<file path="config.mk">
export PLATFORM = sky130hd
export DESIGN_NAME = qpolicy_reader
export DESIGN_NICKNAME = d
export VERILOG_FILES = /design/src/rtl/qpolicy_reader.sv
export SDC_FILE = /design/constraint.sdc
export NUM_CORES = 1
export LEC_CHECK = 0
export CORE_ASPECT_RATIO = 1.2
export CORE_MARGIN = 2
export CORE_UTILIZATION = 53
export DETAILED_ROUTE_END_ITERATION = 8
export PLACE_DENSITY = 0.84
export SETUP_SLACK_MARGIN = 0.4
export SLEW_MARGIN = 20
export SYNTH_ARGS = -nofsm -noshare
export SYNTH_HDL_FRONTEND = slang
export SYNTH_SLANG_ARGS = --single-unit
</file>
<file path="constraint.sdc">
create_clock -name clk -period 3.9 [get_ports clk]
set_input_delay 0.585 -clock clk [delete_from_list [all_inputs] [get_ports clk]]
set_output_delay 0.585 -clock clk [all_outputs]
set_load 0.01 [all_outputs]
</file>
<file path="src/rtl/qpolicy_reader.sv">
// Greedy-policy extractor: walks the Q table state by state, picks the argmax
// action per state and streams {state, action, qmax} out on a valid/ready port.
module qpolicy_reader #(
   parameter int STATE_BITS  = 6,
   parameter int ACTION_BITS = 2,
   parameter int DATA_WIDTH  = 8
) (
   input  logic                              clk,
   input  logic                              rst,
   input  logic                              start,
   output logic                              busy,
   output logic                              done,
   output logic                              mem_rd_en,
   output logic [STATE_BITS+ACTION_BITS-1:0] mem_addr,
   input  logic [DATA_WIDTH-1:0]             mem_rd_data,
   output logic                              out_valid,
   input  logic                              out_ready,
   output logic [STATE_BITS-1:0]             out_state,
   output logic [ACTION_BITS-1:0]            out_action,
   output logic [DATA_WIDTH-1:0]             out_qmax,
   output logic                              out_last
);

   localparam int                     AW    = STATE_BITS + ACTION_BITS;
   localparam logic [STATE_BITS-1:0]  S_MAX = '1;
   localparam logic [ACTION_BITS-1:0] A_MAX = '1;

   typedef enum logic [2:0] {IDLE, READ, LAST, OUT, DONE} state_t;

   state_t                 state, state_nxt;
   logic [STATE_BITS-1:0]  s;
   logic [ACTION_BITS-1:0] a;
   logic [AW-1:0]          addr_q;
   logic                   rd_vld;
   logic [ACTION_BITS-1:0] rd_act;
   logic [DATA_WIDTH-1:0]  best;
   logic [ACTION_BITS-1:0] best_act;

   always_ff @(posedge clk or posedge rst) begin
      if (rst) state <= IDLE;
      else     state <= state_nxt;
   end

   always_comb begin
      state_nxt  = state;
      busy       = 1'b0;
      done       = 1'b0;
      mem_rd_en  = 1'b0;
      mem_addr   = addr_q;
      out_valid  = 1'b0;
      out_last   = 1'b0;
      out_state  = s;
      out_action = best_act;
      out_qmax   = best;
      case (state)
         IDLE: if (start) state_nxt = READ;
         READ: begin
            busy      = 1'b1;
            mem_rd_en = 1'b1;
            mem_addr  = {s, a};
            if (a == A_MAX) state_nxt = LAST;
         end
         LAST: begin
            busy      = 1'b1;
            state_nxt = OUT;
         end
         OUT: begin
            busy      = 1'b1;
            out_valid = 1'b1;
            out_last  = (s == S_MAX);
            if (out_ready) state_nxt = (s == S_MAX) ? DONE : READ;
         end
         DONE: begin
            done      = 1'b1;
            state_nxt = IDLE;
         end
         default: state_nxt = IDLE;
      endcase
   end

   // Read data lands one cycle after the strobe, so the action index is
   // delayed alongside it for the compare.
   always_ff @(posedge clk or posedge rst) begin
      if (rst) begin
         s        <= '0;
         a        <= '0;
         addr_q   <= '0;
         rd_vld   <= 1'b0;
         rd_act   <= '0;
         best     <= '0;
         best_act <= '0;
      end else begin
         rd_vld <= mem_rd_en;
         rd_act <= a;
         case (state)
            IDLE: if (start) begin
               s <= '0;
               a <= '0;
            end
            READ: begin
               addr_q <= {s, a};
               a      <= a + 1'b1;
            end
            OUT: if (out_ready && s != S_MAX) s <= s + 1'b1;
            default: ;
         endcase
         if ((state == IDLE && start) || (state == OUT && out_ready)) begin
            best     <= '0;
            best_act <= '0;
         end else if (rd_vld && (rd_act == '0 || mem_rd_data > best)) begin
            // strict compare keeps the lowest action on ties
            best     <= mem_rd_data;
            best_act <= rd_act;
         end
      end
   end

endmodule
</file>
==> results of run 1 <==
registers in the layout, summed over array words and instances (netlist names):
register / cells
a: 2
addr_q: 8
out_action: 2
out_qmax: 8
out_state: 6
rd_act: 2
rd_vld: 1
state: 3
cell usage in the layout, fill, tap and decap left out:
cell type,count
nor2b_1,3
mux2_2,10
nor3_1,1
clkinv_2,1
and3_1,1
nor2_1,12
nand3b_4,1
buf_4,3
or3_1,2
o21ai_0,4
mux2i_1,8
nor4_1,1
o2111ai_1,2
nor4b_2,1
clkdlybuf4s50_1,40
o211ai_1,3
dfrtp_1,32
a211oi_2,2
a311oi_1,1
clkbuf_1,1
a211oi_4,1
o31a_1,1
or3b_2,1
nand3_1,9
nor3b_1,1
a311o_4,1
and2_1,1
nand2_1,23
ha_1,10
xnor2_1,3
a22o_1,2
nand3b_1,1
inv_1,13
a22oi_1,1
a21oi_1,7
clkbuf_4,5
nand4_1,1
layout make-up:
type                            instances  area share
Clock buffer                            6      0.0187
Timing Repair Buffer                   43       0.192
Inverter                               13      0.0221
Multi-Input combinational cell        115       0.382
Sequential cell                        32       0.363
Clock inverter                          1     0.00227
Tap cell                               36      0.0204
through the flow:
step	total power [uW]	util
final	1550	0.716
after global routing	1670	0.716
after CTS	1570	0.716
after detailed placement	1380	0.701
after global placement	1340	0.701
after floorplan	1060	-
power by group through the flow:
stage               clock network [uW]  logic [uW]  registers [uW]
finish                             175         812             564
detailed placement                   0         814             568
CTS                                184         819             563
global placement                     0         786             558
floorplan                            0         515             549
global route                       195         896             579
kinds of logic after synthesis:
logic type               after synthesis  synth area share
multiplexers                          18             0.111
AO/OA/AOI/OAI                         25             0.117
XOR/XNOR                               3            0.0152
AND/OR/NAND/NOR                       59             0.171
adder cells (fa/ha/maj)               10            0.0722
flip-flops                            32             0.462
buffers and inverters                 19            0.0513
cells in the mapped netlist, types with 3 or more instances:
master,count,area share
a21oi_1,7,0.020
dfrtp_1,32,0.46
ha_1,10,0.072
inv_1,13,0.028
mux2_2,10,0.065
mux2i_1,8,0.046
nand2_1,23,0.050
nand3_1,9,0.026
nor2_1,12,0.026
nor2b_1,3,0.011
o211ai_1,3,0.013
o21ai_0,4,0.012
xnor2_1,3,0.015
final timing paths:
check	end	slack, ps	cells after the start
worst max-delay path	mem_addr[7]	980	5
worst min-delay path	rd_act[0]$_DFF_PP0_	440	0
worst max register to register	out_qmax[4]$_DFFE_PP0P_	1810	6
worst min register to register	rd_act[0]$_DFF_PP0_	440	0
max in group asynchronous	out_state[5]$_DFFE_PP0P_	2600	3
min in group asynchronous	out_qmax[0]$_DFFE_PP0P_	610	2
critical path, stage by stage (launching register included):
cell             delay (ps)
dfrtp_1                 580
nor2b_1                 210
nor2b_1                 150
buf_4                   210
mux2_2                  370
clkdlybuf4s50_1         480
layer usage:
metal | vias to the layer above | global-route usage | part of all wire
met5 | - | 0 | 0
li1 | 665 | - | -
met4 | 0 | 0.113 | 0.024
met1 | 670 | 0.238 | 0.41
met3 | 10 | 0.0544 | 0.053
met2 | 45 | 0.394 | 0.51
==> flow_summary_export.csv, run 1 <==
group,metric,value,unit
drt,num_vias,1390,
final_layout,layoutNonFillerInstCount,246,
grt,grt_first_pass_wirelength,6.14,mm
clock_tree,clk_pin_slew,100,ps
final_layout,number_of_filler_instances_in_the_final_layout,245,
yosys,share_of_flip_flops_with_an_asynchronous_set_or_reset,1.00,
sta,clock_skew,5.78,ps
floorplan,die_h,66.6,um
clock_tree,clockRootBuffer,"clkbuf_4",
yosys,synth_enable_flop_cells,0,
drt,drt_first_pass_iters,4,
floorplan,dieWidth,56.2,um
clock_tree,total_cts_buffers,5,
worst_setup_path,timing.critical_path.to_type,"output port",
drt,drcViolationCount,0,
sta,timing.slew.headroom,0.575,
worst_setup_path,cp_max_fo,13,
final_layout,layout_cells_sized_above_1,0.124,
floorplan,design.die.area,3750,um2
yosys,synth_top_flop_cell,"dfrtp_1",
worst_setup_path,element_type_at_the_critical_path_start,"flip-flop",
worst_setup_path,crit_required,3310,ps
drt,drt_iter0_markers,48,
yosys,synth_seq_cells,32,
sta,finalSetupViolations,0,
floorplan,ioPinCount,41,
sta,post_layout_min_period,2920,ps
yosys,mappedNetlistNets,188,
drt,ant_nets,0,
grt,largest_net_degree_at_the_start_of_global_routing,23,
clock_tree,cts_tree,"yes",
final_layout,final_net_count,232,
sta,final_worst_path_cycle_share,0.749,
yosys,synth.yosys.warnings,0,
clock_tree,cts_hold_buf,0,
sta,totalNegativeSetupSlack,0,ps
power,share_clk_of_total_power,0.113,
drt,wl,3.71,mm
min_path,min_from,"a[0]$_DFFE_PP0P_",
yosys,synth-seq-area-share,0.462,
sta,worst-slew-pin-transition,637,ps
final_layout,antennaDiodeCount,0,
min_path,worst_hold_path_type,"flip-flop to flip-flop",
yosys,synthesis.area_per_instance,10.4,um2
worst_setup_path,critical_path_class,"flip-flop to output port",
floorplan,start_util,0.562,
power,internal-power,943,uW
yosys,synth.lib_cells_used.distinct,36,
floorplan,design.core.area,3080,um2
sta,post_layout_worst_setup_margin,980,ps
placement,pre_cts_ws,1140,ps
final_layout,area_delta_synth_final,27.4,%
placement,gp_congestion,0.869,
power,sw_frac_of_total,0.392,
outcome,outcome,"finished clean",
power,combPwrFrac,0.524,
sta,achievable-frequency,342,MHz
clock_tree,cts-htree-levels,2,
clock_tree,post_cts_resized,0,
worst_setup_path,crit_start,"state[0]$_DFFE_PP0P_",
grt,grt_util_all_layers,0.219,
sta,rsz0062_at_grt,"false",
clock_tree,cts_post_setup_buffers_inserted,0,
power,p_leak,0.00103,uW
final_layout,finalInstanceArea,2210,um2
clock_tree,cts_max_path_buffers,2,
grt,grt_antenna_before_repair,0,
final_layout,seqCellArea,801,um2
worst_setup_path,r2r_start,"out_qmax[2]$_DFFE_PP0P_",
placement,dpl.hpwl,2.66,mm
power,cellPowerDensity,703,nW/um2
power,power_switching,609,uW
sta,slew_viol_final,0,
worst_setup_path,worst_ep_arrival_time,2330,ps
drt,routed_wire_length_per_instance,15.1,um
drt,avgViaCountPerCell,5.65,
power,seq_power_share,0.363,
clock_tree,worst_skew_pair.late_latency,340,ps
yosys,postSynthCellCount,166,
job,drv_cap,0,
power,power.ir.vdd_worst,0.408,mV
sta,hold-worst-slack,437,ps
placement,port_buffers,40,
clock_tree,cts.sinks,32,
grt,grt_pass1_vias,1398,
sta,finalHoldViolations,0,
final_layout,multi_input_area,843,um2
grt,gr-total-overflow,0,
placement,dp_cells,239,
yosys,synth.cell_area,1730,um2
placement,dpl_cell_area,2160,um2
floorplan,rows,22,
Note: power is estimated with default switching activity, not from simulation.
==> run 2, diff against run 1 <==
--- a/config.mk
+++ b/config.mk
@@ -7,9 +7,9 @@
 export LEC_CHECK = 0
 export CORE_ASPECT_RATIO = 1.2
 export CORE_MARGIN = 2
-export CORE_UTILIZATION = 53
+export CORE_UTILIZATION = 44
 export DETAILED_ROUTE_END_ITERATION = 8
-export PLACE_DENSITY = 0.84
+export PLACE_DENSITY = 0.75
 export SETUP_SLACK_MARGIN = 0.4
 export SLEW_MARGIN = 20
 export SYNTH_ARGS = -nofsm -noshare
==> constraint.sdc (replaced) <==
create_clock -name clk -period 2.5 [get_ports clk]
set_input_delay 0.375 -clock clk [delete_from_list [all_inputs] [get_ports clk]]
set_output_delay 0.375 -clock clk [all_outputs]
set_load 0.01 [all_outputs]
==> flow_summary_export.csv, run 2 (synthesized netlist as in run 1, its figures left out) <==
group,metric,value,unit
grt,grt_pass1_vias,1461,
floorplan,rows,25,
drt,ant_nets,0,
placement,gp_congestion,0.759,
grt,grt_antenna_before_repair,0,
sta,timing.slew.headroom,0.732,
power,power.ir.vdd_worst,0.576,mV
floorplan,die_h,72.7,um
final_layout,final_net_count,250,
clock_tree,cts_max_path_buffers,2,
drt,num_vias,1455,
final_layout,finalInstanceArea,2440,um2
drt,wl,3.69,mm
drt,drcViolationCount,0,
sta,finalSetupViolations,0,
sta,rsz0062_at_grt,"true",
final_layout,area_delta_synth_final,41.1,%
sta,clock_skew,6.42,ps
sta,final_worst_path_cycle_share,0.818,
clock_tree,clockRootBuffer,"clkbuf_8",
clock_tree,worst_skew_pair.late_latency,280,ps
power,seq_power_share,0.302,
grt,grt_first_pass_wirelength,6.17,mm
power,cellPowerDensity,1130,nW/um2
grt,grt_util_all_layers,0.187,
worst_setup_path,critical_path_class,"flip-flop to output port",
grt,largest_net_degree_at_the_start_of_global_routing,33,
sta,worst-slew-pin-transition,403,ps
worst_setup_path,crit_required,2120,ps
drt,avgViaCountPerCell,5.14,
floorplan,ioPinCount,41,
placement,dpl_cell_area,2250,um2
worst_setup_path,worst_case_register_to_register_setup_slack,540,ps
worst_setup_path,element_type_at_the_critical_path_start,"flip-flop",
clock_tree,cts-htree-levels,2,
final_layout,antennaDiodeCount,0,
power,internal-power,1740,uW
power,sw_frac_of_total,0.370,
floorplan,dieWidth,61.3,um
floorplan,start_util,0.450,
power,combPwrFrac,0.551,
worst_setup_path,worst_ep_arrival_time,1670,ps
clock_tree,cts_hold_buf,0,
clock_tree,clk_pin_slew,60,ps
sta,hold-worst-slack,373,ps
grt,gr-total-overflow,0,
drt,drt_iter0_markers,42,
min_path,worst_hold_path_type,"primary input to flip-flop",
sta,finalHoldViolations,0,
sta,post_layout_min_period,2040,ps
min_path,holdPathStages,3,
floorplan,design.core.area,3850,um2
sta,achievable-frequency,489,MHz
final_layout,number_of_filler_instances_in_the_final_layout,324,
placement,port_buffers,40,
outcome,outcome,"finished clean",
worst_setup_path,timing.reg2reg.worst_path_depth,8,
final_layout,layoutNonFillerInstCount,283,
clock_tree,cts.sinks,32,
job,drv_cap,0,
placement,dpl.hpwl,2.54,mm
power,share_clk_of_total_power,0.147,
worst_setup_path,timing.critical_path.to_type,"output port",
final_layout,seqCellArea,802,um2
drt,routed_wire_length_per_instance,13.0,um
power,power_switching,1020,uW
final_layout,layout_cells_sized_above_1,0.262,
final_layout,multi_input_area,898,um2
clock_tree,total_cts_buffers,5,
final_layout,mostFrequentLayoutCell,"dfrtp_1",
floorplan,design.die.area,4460,um2
worst_setup_path,cp_max_fo,4,
final_layout,layout_common_cells,"dfrtp_1, clkdlybuf4s50_1, nand2_1",
placement,dp_cells,266,
clock_tree,cts_tree,"yes",
power,p_leak,0.00121,uW
sta,slew_viol_final,0,
drt,drt_first_pass_iters,4,
run 2: cell count changes in the layout (fill, tap and decap cells not counted), sizes merged:
cell / delta
buf: +19
clkbuf: +9
clkdlybuf4s50: -16
clkinv: -1
dlygate4sd2: +3
dlymetal6s2s: +5
run 2: cell type report:
type,instances,area share
Timing Repair Buffer,61,0.220
Tap cell,54,0.0276
Inverter,13,0.0200
Sequential cell,32,0.328
Multi-Input combinational cell,115,0.367
Clock buffer,8,0.0368
run 2: through the flow:
stage	TNS, ps	util	setup slack (ps)	total power (uW)
after floorplan	0	-	550	1660
final	0	0.635	455	2750
after global placement	0	0.585	10.5	2190
after CTS	0	0.633	390	2770
after detailed placement	-162	0.585	-25.8	2220
after global routing	0	0.635	381	2960
run 2: critical path: stages (launching register included):
cell and delay, ps:
dfrtp_1 390, nor2b_2 140, nor2b_4 190, buf_6 130, clkdlybuf4s50_1 530
run 2: metal layers:
| layer | vias up | share of wire | routed length [um] | track usage |
|---|---|---|---|---|
| met4 | 0 | 0.019 | 70 | 0.0870 |
| met1 | 707 | 0.42 | 1550 | 0.212 |
| met2 | 39 | 0.52 | 1900 | 0.319 |
| li1 | 704 | - | - | - |
| met5 | - | 0 | 0 | 0 |
| met3 | 5 | 0.044 | 162 | 0.0479 |
run 2: final timing paths:
| path | startpoint | to |
|---|---|---|
| setup / recovery | state[1]$_DFFE_PP0P_ | mem_rd_en |
| hold / removal | mem_rd_data[7] | out_qmax[7]$_DFFE_PP0P_ |
| setup reg to reg | out_qmax[3]$_DFFE_PP0P_ | out_qmax[4]$_DFFE_PP0P_ |
| hold reg to reg | a[0]$_DFFE_PP0P_ | rd_act[0]$_DFF_PP0_ |
| max in group asynchronous | rst | out_state[0]$_DFFE_PP0P_ |
| min in group asynchronous | rst | out_qmax[2]$_DFFE_PP0P_ |
run 2: power groups by stage:
stage / clock network [uW] / registers, uW / logic (uW)
floorplan: 0 / 857 / 804
global placement: 0 / 842 / 1350
detailed placement: 0 / 846 / 1380
CTS: 422 / 832 / 1510
global route: 442 / 858 / 1660
finish: 406 / 832 / 1520
run 2: timing repair:
action | in CTS | in global routing
resized for setup | 30 | 17
pin swaps | 4 | 5
endpoints found under the hold margin | 0 | 0
buffers inserted | 7 | 1
gates cloned | 1 | 0
setup endpoints to repair | 18 | 21
